--- config.mk ---
export PLATFORM = sky130hd
export DESIGN_NAME = gpp_run_ctrl
export DESIGN_NICKNAME = d
export VERILOG_FILES = /design/src/rtl/gpp_run_ctrl.sv
export SDC_FILE = /design/constraint.sdc
export NUM_CORES = 1
export LEC_CHECK = 0
export CAP_MARGIN = 30
export CORE_ASPECT_RATIO = 1.2
export CORE_MARGIN = 2
export CORE_UTILIZATION = 25
export CTS_CLUSTER_SIZE = 30
export DETAILED_ROUTE_END_ITERATION = 12
export GPL_ROUTABILITY_DRIVEN = 0
export SYNTH_ARGS = -nofsm -noshare
export SYNTH_HDL_FRONTEND = slang
export SYNTH_SLANG_ARGS = --single-unit
--- constraint.sdc ---
create_clock -name Clk -period 2.04 [get_ports Clk]
set_input_delay 0.408 -clock Clk [delete_from_list [all_inputs] [get_ports Clk]]
set_output_delay 0.408 -clock Clk [all_outputs]
set_load 0.01 [all_outputs]
--- src/rtl/gpp_run_ctrl.sv ---
// Run controller for N GPP cores: sequences reset release, counts run cycles, collects Done flags
// and enforces a watchdog. Define GPP_RUN_PERCORE_CYCLES_EN to add per-core Done_Cycles capture.
module gpp_run_ctrl #(
  parameter int unsigned N_CORE     = 1,
  parameter int unsigned RST_CYCLES = 2,
  parameter int unsigned CNT_WIDTH  = 32,
  parameter int unsigned TIMEOUT    = 100000
) (
  input  logic                   Clk,
  input  logic                   Rst,
  input  logic                   Start,
  input  logic [N_CORE-1:0]      Core_Done,
  output logic [N_CORE-1:0]      Core_Rst,
  output logic                   Busy,
  output logic                   Finished,
  output logic                   Timeout,
  output logic [N_CORE-1:0]      Done_Mask,
`ifdef GPP_RUN_PERCORE_CYCLES_EN
  output logic [N_CORE*CNT_WIDTH-1:0] Done_Cycles,
`endif
  output logic [CNT_WIDTH-1:0]   Cycle_Count
);

  localparam int unsigned RW = (RST_CYCLES > 1) ? $clog2(RST_CYCLES) : 1;
  localparam logic [RW-1:0]        RST_LOAD = RW'(RST_CYCLES - 1);
  localparam logic [RW-1:0]        RST_ONE  = RW'(1);
  localparam logic [CNT_WIDTH-1:0] CNT_ONE  = CNT_WIDTH'(1);
  localparam logic [CNT_WIDTH-1:0] TO_LAST  = CNT_WIDTH'(TIMEOUT - 1);

  typedef enum logic [2:0] {S_IDLE, S_RESET, S_RUN, S_FINISH, S_TIMEOUT} state_t;

  state_t           state;
  logic [RW-1:0]    rst_cnt;
  logic [N_CORE-1:0] seen;
  logic             done_all;

  always_comb begin
    seen     = Done_Mask | Core_Done;
    done_all = &seen;
  end

  always_ff @(posedge Clk or posedge Rst) begin
    if (Rst) begin
      state       <= S_IDLE;
      rst_cnt     <= '0;
      Core_Rst    <= '1;
      Busy        <= 1'b0;
      Finished    <= 1'b0;
      Timeout     <= 1'b0;
      Done_Mask   <= '0;
      Cycle_Count <= '0;
`ifdef GPP_RUN_PERCORE_CYCLES_EN
      Done_Cycles <= '0;
`endif
    end else begin
      unique case (state)
        S_IDLE, S_FINISH, S_TIMEOUT: begin
          if (Start) begin
            state       <= S_RESET;
            rst_cnt     <= RST_LOAD;
            Core_Rst    <= '1;
            Busy        <= 1'b1;
            Finished    <= 1'b0;
            Timeout     <= 1'b0;
            Done_Mask   <= '0;
            Cycle_Count <= '0;
`ifdef GPP_RUN_PERCORE_CYCLES_EN
            Done_Cycles <= '0;
`endif
          end
        end
        S_RESET: begin
          if (rst_cnt == '0) begin
            state    <= S_RUN;
            Core_Rst <= '0;
          end else begin
            rst_cnt <= rst_cnt - RST_ONE;
          end
        end
        S_RUN: begin
          Cycle_Count <= Cycle_Count + CNT_ONE;
          Done_Mask   <= seen;
`ifdef GPP_RUN_PERCORE_CYCLES_EN
          for (int i = 0; i < int'(N_CORE); i++) begin
            if (Core_Done[i] && !Done_Mask[i]) begin
              Done_Cycles[i*CNT_WIDTH +: CNT_WIDTH] <= Cycle_Count + CNT_ONE;
            end
          end
`endif
          // Completion takes priority over a watchdog expiring on the same cycle.
          if (done_all) begin
            state    <= S_FINISH;
            Busy     <= 1'b0;
            Finished <= 1'b1;
            Core_Rst <= '1;
          end else if (Cycle_Count == TO_LAST) begin
            state    <= S_TIMEOUT;
            Busy     <= 1'b0;
            Timeout  <= 1'b1;
            Core_Rst <= '1;
          end else begin
            Core_Rst <= seen;
          end
        end
        default: state <= S_IDLE;
      endcase
    end
  end

endmodule

== Word-level counts from Yosys, hierarchy flattened ==
Cells that the tools add are included.

* Output and inout bits: 37
* Word-level logic and storage cells: 58
* Input port bits: 4
* Bits in registers: 41

* Add/subtract/negate cells: 2
* Bitwise logic cells: 1
* Multiplexer cells: 24
* Equal/unequal tests: 11
* Reduce and logical (&&, ||, !) cells: 12

{| class="wikitable"
|+ Operators by type and width
! cell !! number
|-
| one-hot mux 32 bit (2 select lines) || 1
|-
| adder 32 x 1 -> 32 bit (second input constant) || 1
|-
| == test 32 x 17 -> 1 bit (second input constant) || 1
|-
| 2-to-1 mux 32 bit || 1
|-
| 2-to-1 mux 3 bit || 4
|-
| AND reduction 3 bit || 4
|-
| 2-to-1 mux 1 bit || 11
|-
| inequality test 2 bit (second input constant) || 5
|-
| one-hot mux 1 bit (2 select lines) || 5
|-
| one-hot mux 3 bit (3 select lines) || 1
|-
| == test 3 x 2 -> 1 bit (second input constant) || 2
|-
| AND reduction 2 bit || 2
|-
| AND reduction 4 bit || 1
|-
| nonzero test 2 bit || 2
|-
| == test 3 x 1 -> 1 bit (second input constant) || 1
|-
| == test 3 bit (second input constant) || 1
|-
| zero test 3 bit || 1
|-
| inequality test 3 bit (second input constant) || 1
|-
| one-hot mux 1 bit (3 select lines) || 1
|-
| nonzero test 3 bit || 1
|-
| OR reduction 3 bit || 1
|-
| OR 1 bit || 1
|-
| subtractor 1 bit (second input constant) || 1
|}

== Depth between registers and ports, before layout ==
Gate-level depths: netlist (run 1).

* Depth after elaboration: 4
* Gate-level depth with buffers: 6
* Gate-level depth less buffers: 5

== Worst setup path after synthesis (run 1) ==
OpenSTA, ideal clock, no wires.

* Kind: flip-flop to flip-flop
* From: reg Cycle_Count[4]
* To: reg Cycle_Count[22]
* Buffers on the path: 1
* Setup time: 0.079 ns
* Arrival time: 1.646 ns
* Period minus slack after synthesis: 1.726 ns
* Required time: 1.961 ns
* Slack: 0.314 ns
* Cell stages (with the launch flop): 6
* Cell sequence: dfrtp_1 nand4_2 or4_4 buf_6 nor4_4 mux2i_1

* Cells in the longest elaborated chain, start to end: 2

{| class="wikitable"
|+ Ends and longest elaborated chain
! item !! RTL line !! source
|-
| start, declared || 21 || <nowiki>output logic [CNT_WIDTH-1:0] Cycle_Count</nowiki>
|-
| start signal, assigned || 81 || <nowiki>Cycle_Count <= Cycle_Count + CNT_ONE;</nowiki>
|-
| adder 32 x 1 -> 32 bit || 81 ||
|-
| one-hot mux 32 bit (2 select lines) || 56 || <nowiki>unique case (state)</nowiki>
|}

No other way between the ends.
A chain may end at the register's enable or synchronous reset.

== Worst setup path in the final report (run 1) ==
* From: reg Cycle_Count[16]
* To: out Cycle_Count[16]

No word-level cell between the ends.

==> run summary, run 1 <==
CTS buffer count - 5
effective utilization at floorplan - 25.6%
global-route usage over all layers - 12.3%
setup repair after global routing missed its margin - no
leading post-synthesis cells by cell area - sky130_fd_sc_hd__dfrtp_1 (44%), sky130_fd_sc_hd__mux2i_1 (8.3%), sky130_fd_sc_hd__nand2_1 (6.2%)
first-pass GRT wire length - 9850 µm
number of distinct library cells after synthesis - 47
total number of vias - 1929
Cell Rows - 38
transition time at the pin with the least slew margin - 0.499 ns
Worst Path Required - 1.63 ns
clock sink count - 41
Initial DRT Pass Iterations - 4
worst relative slew slack - 66.5%
flop-to-flop setup slack - 0.21 ns
final clock skew - 0.0115 ns
total leakage power - 0.00129 µW
routed wire length - 5820 µm
average instance area after synthesis - 10.1 µm²
fraction of layout instances using a drive strength above 1 - 13.3%
final std cell area, no fill - 3030 µm²
Die Outline Area - 9990 µm²
maximum operating frequency - 527 MHz
yosys synthesis warning count - 0
leading area contributor after synthesis - sky130_fd_sc_hd__dfrtp_1
Final Max Tran Viols - 0
setup TNS - 0 ns
number of H-tree levels - 2
sort of element at the start of the critical path - register
Antenna diodes - 0
largest buffer count on any clock path - 2
vias in the first global route - 1932
synthesized netlist cell count - 227
pin count of the biggest net entering global routing - 42
register area - 1030 µm²
worst min path class - input pin to asynchronous set/reset pin
WL/cell - 14.6 µm
Max FO, Critical Path - 6
category of the worst setup path capture point - output pin
port buffer count - 40
most frequent cells in the layout - sky130_fd_sc_hd__dfrtp_1 (40), sky130_fd_sc_hd__clkdlybuf4s50_1 (40), sky130_fd_sc_hd__nand2_1 (38)
die width - 91.6 µm
arrival time of data at the critical path endpoint - 1.49 ns
Final setup viols - 0
post-detailed-route DRC marker count - 0
number of buffers added for setup after CTS - 0
fin nets - 283
Final ANT Viol Nets - 0
via count normalized by instance count - 4.83
Fin. Hold Viols - 0
final period demand of the worst path - 1.90 ns
fill cell total of the finished layout - 906
CTS tree - yes
post-synthesis sequential element count - 41
initial antenna violation count - 0
Post-Place Cells - 391
Post-Route Hold Slack - 0.460 ns
top_reg_cell synth - sky130_fd_sc_hd__dfrtp_1
core outline area - 8990 µm²
part of the cycle the worst path needs - 93.0%
sequential element share of the synthesized area - 44.7%
area taken by multi-input logic gates - 1190 µm²
Area Growth Syn to Fin - 31.6%
area share of the leading cell type in the synthesized netlist - 43.5%
Clk Latency, worst-skew pair - 0.30 ns
residual overflow from global routing - 0
peak supply drop - 0.356 mV
power density of the placed cells - 784 nW/µm²
violation count after the first detailed-route iteration - 126
clock-pin slew on the worst setup and hold paths - 0.09 ns
Post-synth EDFFs - 0
Die H - 109 µm
critical path type - register to output pin
synthesized net count - 232
CTS resizes - 0
placed wire-length estimate - 4180 µm
final non-filler cell total - 399
DP Area - 2910 µm²
number of top-level pins - 41
post-synthesis instance area - 2300 µm²
count of maximum capacitance violations - 0
clock root buffer - sky130_fd_sc_hd__clkbuf_8
result of the run - complete, no violations
share of flip-flops with an asynchronous set or reset after synthesis - 100%
count of hold buffers inserted by post-cts repair - 0
## report_power, final
group / internal, µW / switching [µW] / leakage [µW] / total (µW)
clock network: 399 / 294 / 0.0000585 / 693
logic: 324 / 369 / 0.000674 / 693
registers: 905 / 80.5 / 0.000554 / 986
total: 1630 / 743 / 0.00129 / 2370
## stage by stage
stage | worst slack, ns | total power, µW | utilization, %
global route | 0.0572 | 2520 | 33.7
finish | 0.144 | 2370 | 33.7
detailed placement | 0.222 | 1710 | 32.4
CTS | 0.146 | 2410 | 33.7
floorplan | 0.314 | 1440 | -
global placement | 0.217 | 1700 | 32.4
## critical path, stage by stage (launching register included)
cell                              delay [ns]
sky130_fd_sc_hd__dfrtp_1                0.49
sky130_fd_sc_hd__buf_4                  0.17
sky130_fd_sc_hd__clkdlybuf4s50_1        0.53
## kinds of logic after synthesis
group / Yosys count / synth area share [%]
adders and majority gates: 1 / 0.544
DFF: 41 / 44.7
muxes: 19 / 8.27
xor gates and xnor gates: 2 / 0.762
buffers and inverters: 14 / 3.59
AOI/OAI and AO/OA: 35 / 10.2
and+or+nand+nor: 115 / 31.9
## flip-flops by register name (all words and copies together) (netlist names)
register     count
Cycle_Count     32
Finished         1
Busy             1
rst_cnt          1
Timeout          1
Done_Mask        1
Core_Rst         1
state            3
## worst paths after layout
kind                            startpoint              end  cells after the start
max reg2reg                 Cycle_Count[0]         state[2]                      6
min in group Clk                  Finished         Finished                      2
min reg2reg                       Finished         Finished                      2
max                        Cycle_Count[16]  Cycle_Count[16]                      2
max in group asynchronous              Rst         Core_Rst                      3
min                                    Rst  Cycle_Count[23]                      3
## synthesized netlist by cell type (3+ instances only)
cell,instances
sky130_fd_sc_hd__a21oi_1,6
sky130_fd_sc_hd__and2_1,4
sky130_fd_sc_hd__buf_2,3
sky130_fd_sc_hd__buf_6,3
sky130_fd_sc_hd__dfrtp_1,40
sky130_fd_sc_hd__inv_1,5
sky130_fd_sc_hd__mux2i_1,19
sky130_fd_sc_hd__nand2_1,38
sky130_fd_sc_hd__nand2b_1,5
sky130_fd_sc_hd__nand3_1,14
sky130_fd_sc_hd__nand4_1,12
sky130_fd_sc_hd__nor2_1,7
sky130_fd_sc_hd__nor3_1,3
sky130_fd_sc_hd__nor3_2,4
sky130_fd_sc_hd__nor4_1,4
sky130_fd_sc_hd__nor4_4,4
sky130_fd_sc_hd__nor4b_1,3
sky130_fd_sc_hd__o211ai_1,5
sky130_fd_sc_hd__o21ai_0,9
sky130_fd_sc_hd__o31ai_1,5
## cell type report
class / instances / share of cell area (%)
Sequential cell: 41 / 34.0
Multi-Input combinational cell: 172 / 39.3
Clock inverter: 1 / 0.993
Tap cell: 120 / 4.96
Timing Repair Buffer: 53 / 17.3
Inverter: 5 / 0.620
Clock buffer: 7 / 2.85
## routing by layer
layer  vias to the layer above  track usage [%]  part of all wire [%]  routed length, µm
met5                         -                0                     0                  0
met2                        34             19.3                    47               2740
li1                        953                -                     -                  -
met1                       936             16.9                    48               2770
met4                         0             3.57                   1.4                 79
met3                         6             3.11                   4.0                232
Power figures use the tool's default switching activity.
==> run 2: changes to the inputs <==
--- a/config.mk
+++ b/config.mk
@@ -6,12 +6,13 @@
 export NUM_CORES = 1
 export LEC_CHECK = 0
 export CAP_MARGIN = 30
-export CORE_ASPECT_RATIO = 1.2
-export CORE_MARGIN = 2
+export CORE_ASPECT_RATIO = 1.75
+export CORE_MARGIN = 5
 export CORE_UTILIZATION = 25
 export CTS_CLUSTER_SIZE = 30
 export DETAILED_ROUTE_END_ITERATION = 12
 export GPL_ROUTABILITY_DRIVEN = 0
+export SLEW_MARGIN = 15
 export SYNTH_ARGS = -nofsm -noshare
 export SYNTH_HDL_FRONTEND = slang
 export SYNTH_SLANG_ARGS = --single-unit
==> run summary, run 2 (synthesis results as in run 1) <==
count of hold buffers inserted by post-cts repair - 0 (unchanged)
clock-pin slew on the worst setup and hold paths - 0.06 ns (was 0.09 ns)
placed wire-length estimate - 4710 µm (was 4180 µm)
number of H-tree levels - 2 (unchanged)
part of the cycle the worst path needs - 91.4% (was 93.0%)
max incr delay on CP - 0.61 ns (was 0.53 ns)
final period demand of the worst path - 1.86 ns (was 1.90 ns)
final clock skew - 0.00617 ns (was 0.0115 ns)
peak supply drop - 0.623 mV (was 0.356 mV)
Clk Latency, worst-skew pair - 0.29 ns (was 0.30 ns)
power density of the placed cells - 811 nW/µm² (was 784 nW/µm²)
category of cells accounting for the largest share of critical-path delay - buffers and inverters (unchanged)
fin nets - 286 (was 283)
die width - 82.5 µm (was 91.6 µm)
worst relative slew slack - 64.8% (was 66.5%)
number of flip-flops under the largest register name - 32 (unchanged)
clock root buffer - sky130_fd_sc_hd__clkbuf_16 (was sky130_fd_sc_hd__clkbuf_8)
number of buffers added for setup after CTS - 0 (unchanged)
transition time at the pin with the least slew margin - 0.523 ns (was 0.499 ns)
effective utilization at floorplan - 25.5% (was 25.6%)
final non-filler cell total - 402 (was 399)
port buffer count - 40 (unchanged)
violation count after the first detailed-route iteration - 94 (was 126)
Final Max Tran Viols - 0 (unchanged)
routed wire length - 6350 µm (was 5820 µm)
clock sink count - 41 (unchanged)
category of the worst setup path capture point - output pin (unchanged)
registers with the most flip-flops - Cycle_Count x32, state x3 (unchanged)
Area Growth Syn to Fin - 34.0% (was 31.6%)
count of maximum capacitance violations - 0 (unchanged)
Final setup viols - 0 (unchanged)
fraction of layout instances using a drive strength above 1 - 14.2% (was 13.3%)
Die Outline Area - 11300 µm² (was 9990 µm²)
Fin. Hold Viols - 0 (unchanged)
initial antenna violation count - 0 (unchanged)
Worst Path Required - 1.63 ns (about the same)
Max FO, Critical Path - 8 (was 6)
first-pass GRT wire length - 10400 µm (was 9850 µm)
via count normalized by instance count - 4.96 (was 4.83)
maximum operating frequency - 536 MHz (was 527 MHz)
number of top-level pins - 41 (unchanged)
Cell Rows - 46 (was 38)
cell-by-cell trace of the critical path - clkdlybuf4s50_1 (was buf_4, clkdlybuf4s50_1)
arrival time of data at the critical path endpoint - 1.46 ns (was 1.49 ns)
WL/cell - 15.8 µm (was 14.6 µm)
vias in the first global route - 2014 (was 1932)
Initial DRT Pass Iterations - 4 (unchanged)
post-detailed-route DRC marker count - 0 (unchanged)
number of buffer and inverter stages on the critical path - 1 (was 2)
fill cell total of the finished layout - 930 (was 906)
global-route usage over all layers - 12.1% (was 12.3%)
sort of element at the start of the critical path - register (unchanged)
CTS buffer count - 5 (unchanged)
standard cell with the maximum stage delay on the critical path - sky130_fd_sc_hd__clkdlybuf4s50_1 (unchanged)
register area - 1030 µm² (unchanged)
Die H - 137 µm (was 109 µm)
setup repair after global routing missed its margin - no (unchanged)
area taken by multi-input logic gates - 1190 µm² (unchanged)
Antenna diodes - 0 (unchanged)
residual overflow from global routing - 0 (unchanged)
total leakage power - 0.00132 µW (was 0.00129 µW)
worst min path class - input pin to asynchronous set/reset pin (unchanged)
Post-Route Hold Slack - 0.479 ns (was 0.460 ns)
CTS tree - yes (unchanged)
most frequent cells in the layout - sky130_fd_sc_hd__dfrtp_1 (40), sky130_fd_sc_hd__clkdlybuf4s50_1 (40), sky130_fd_sc_hd__nand2_1 (38) (unchanged)
core outline area - 9040 µm² (was 8990 µm²)
critical path type - register to output pin (unchanged)
result of the run - complete, no violations (unchanged)
Final ANT Viol Nets - 0 (unchanged)
Largest Register - Cycle_Count (unchanged)
pin count of the biggest net entering global routing - 42 (unchanged)
largest buffer count on any clock path - 2 (unchanged)
Post-Place Cells - 394 (was 391)
CTS resizes - 0 (unchanged)
setup TNS - 0 ns (unchanged)
total number of vias - 1994 (was 1929)
==> run 2: routing by layer <==
layer  GRT usage [%]  routed length, µm  vias up  share of wire [%]
li1                -                  -      951                  -
met1            14.3               2490      972                 39
met2            21.1               3430       58                 54
met3            1.98                281       13                4.4
met4            5.09                161        0                2.5
met5               0                  0        -                  0
==> run 2: cell type report <==
class                      count  area share (%)
inverter                       5           0.609
clock buffer                   7            4.63
timing repair buffer          56            17.7
sequential                    41            33.3
multi-input combinational    172            38.6
clock inverter                 1           0.244
tap                          120            4.87
==> run 2: where the power goes <==
part | internal, µW | total [µW] | leakage [µW] | switching [µW]
Combinational | 318 | 698 | 0.000691 | 380
Sequential | 907 | 988 | 0.000554 | 80.6
Clock | 488 | 814 | 0.0000701 | 327
Total | 1710 | 2500 | 0.00132 | 787
==> run 2: worst paths after layout <==
check,start,end,slack [ns],depth (start not counted)
max reg2reg,state[0],Cycle_Count[30],0.21,4
max,Cycle_Count[3],Cycle_Count[3],0.18,1
max in group asynchronous,Rst,Core_Rst,1.29,3
min reg2reg,Cycle_Count[31],Cycle_Count[31],0.52,1
min in group Clk,Cycle_Count[31],Cycle_Count[31],0.52,1
min,Rst,Cycle_Count[8],0.48,3
==> run 2: stage by stage <==
| step | worst slack, ns | area (µm²) | total power [µW] | utilization [%] |
|---|---|---|---|---|
| after global placement | 0.203 | 2930 | 1700 | 32.4 |
| after detailed placement | 0.194 | 2930 | 1710 | 32.4 |
| final | 0.176 | 3080 | 2500 | 34.1 |
| after global routing | 0.0995 | 3080 | 2640 | 34.1 |
| after floorplan | 0.314 | 2300 | 1440 | - |
| after CTS | 0.178 | 3080 | 2530 | 34.1 |
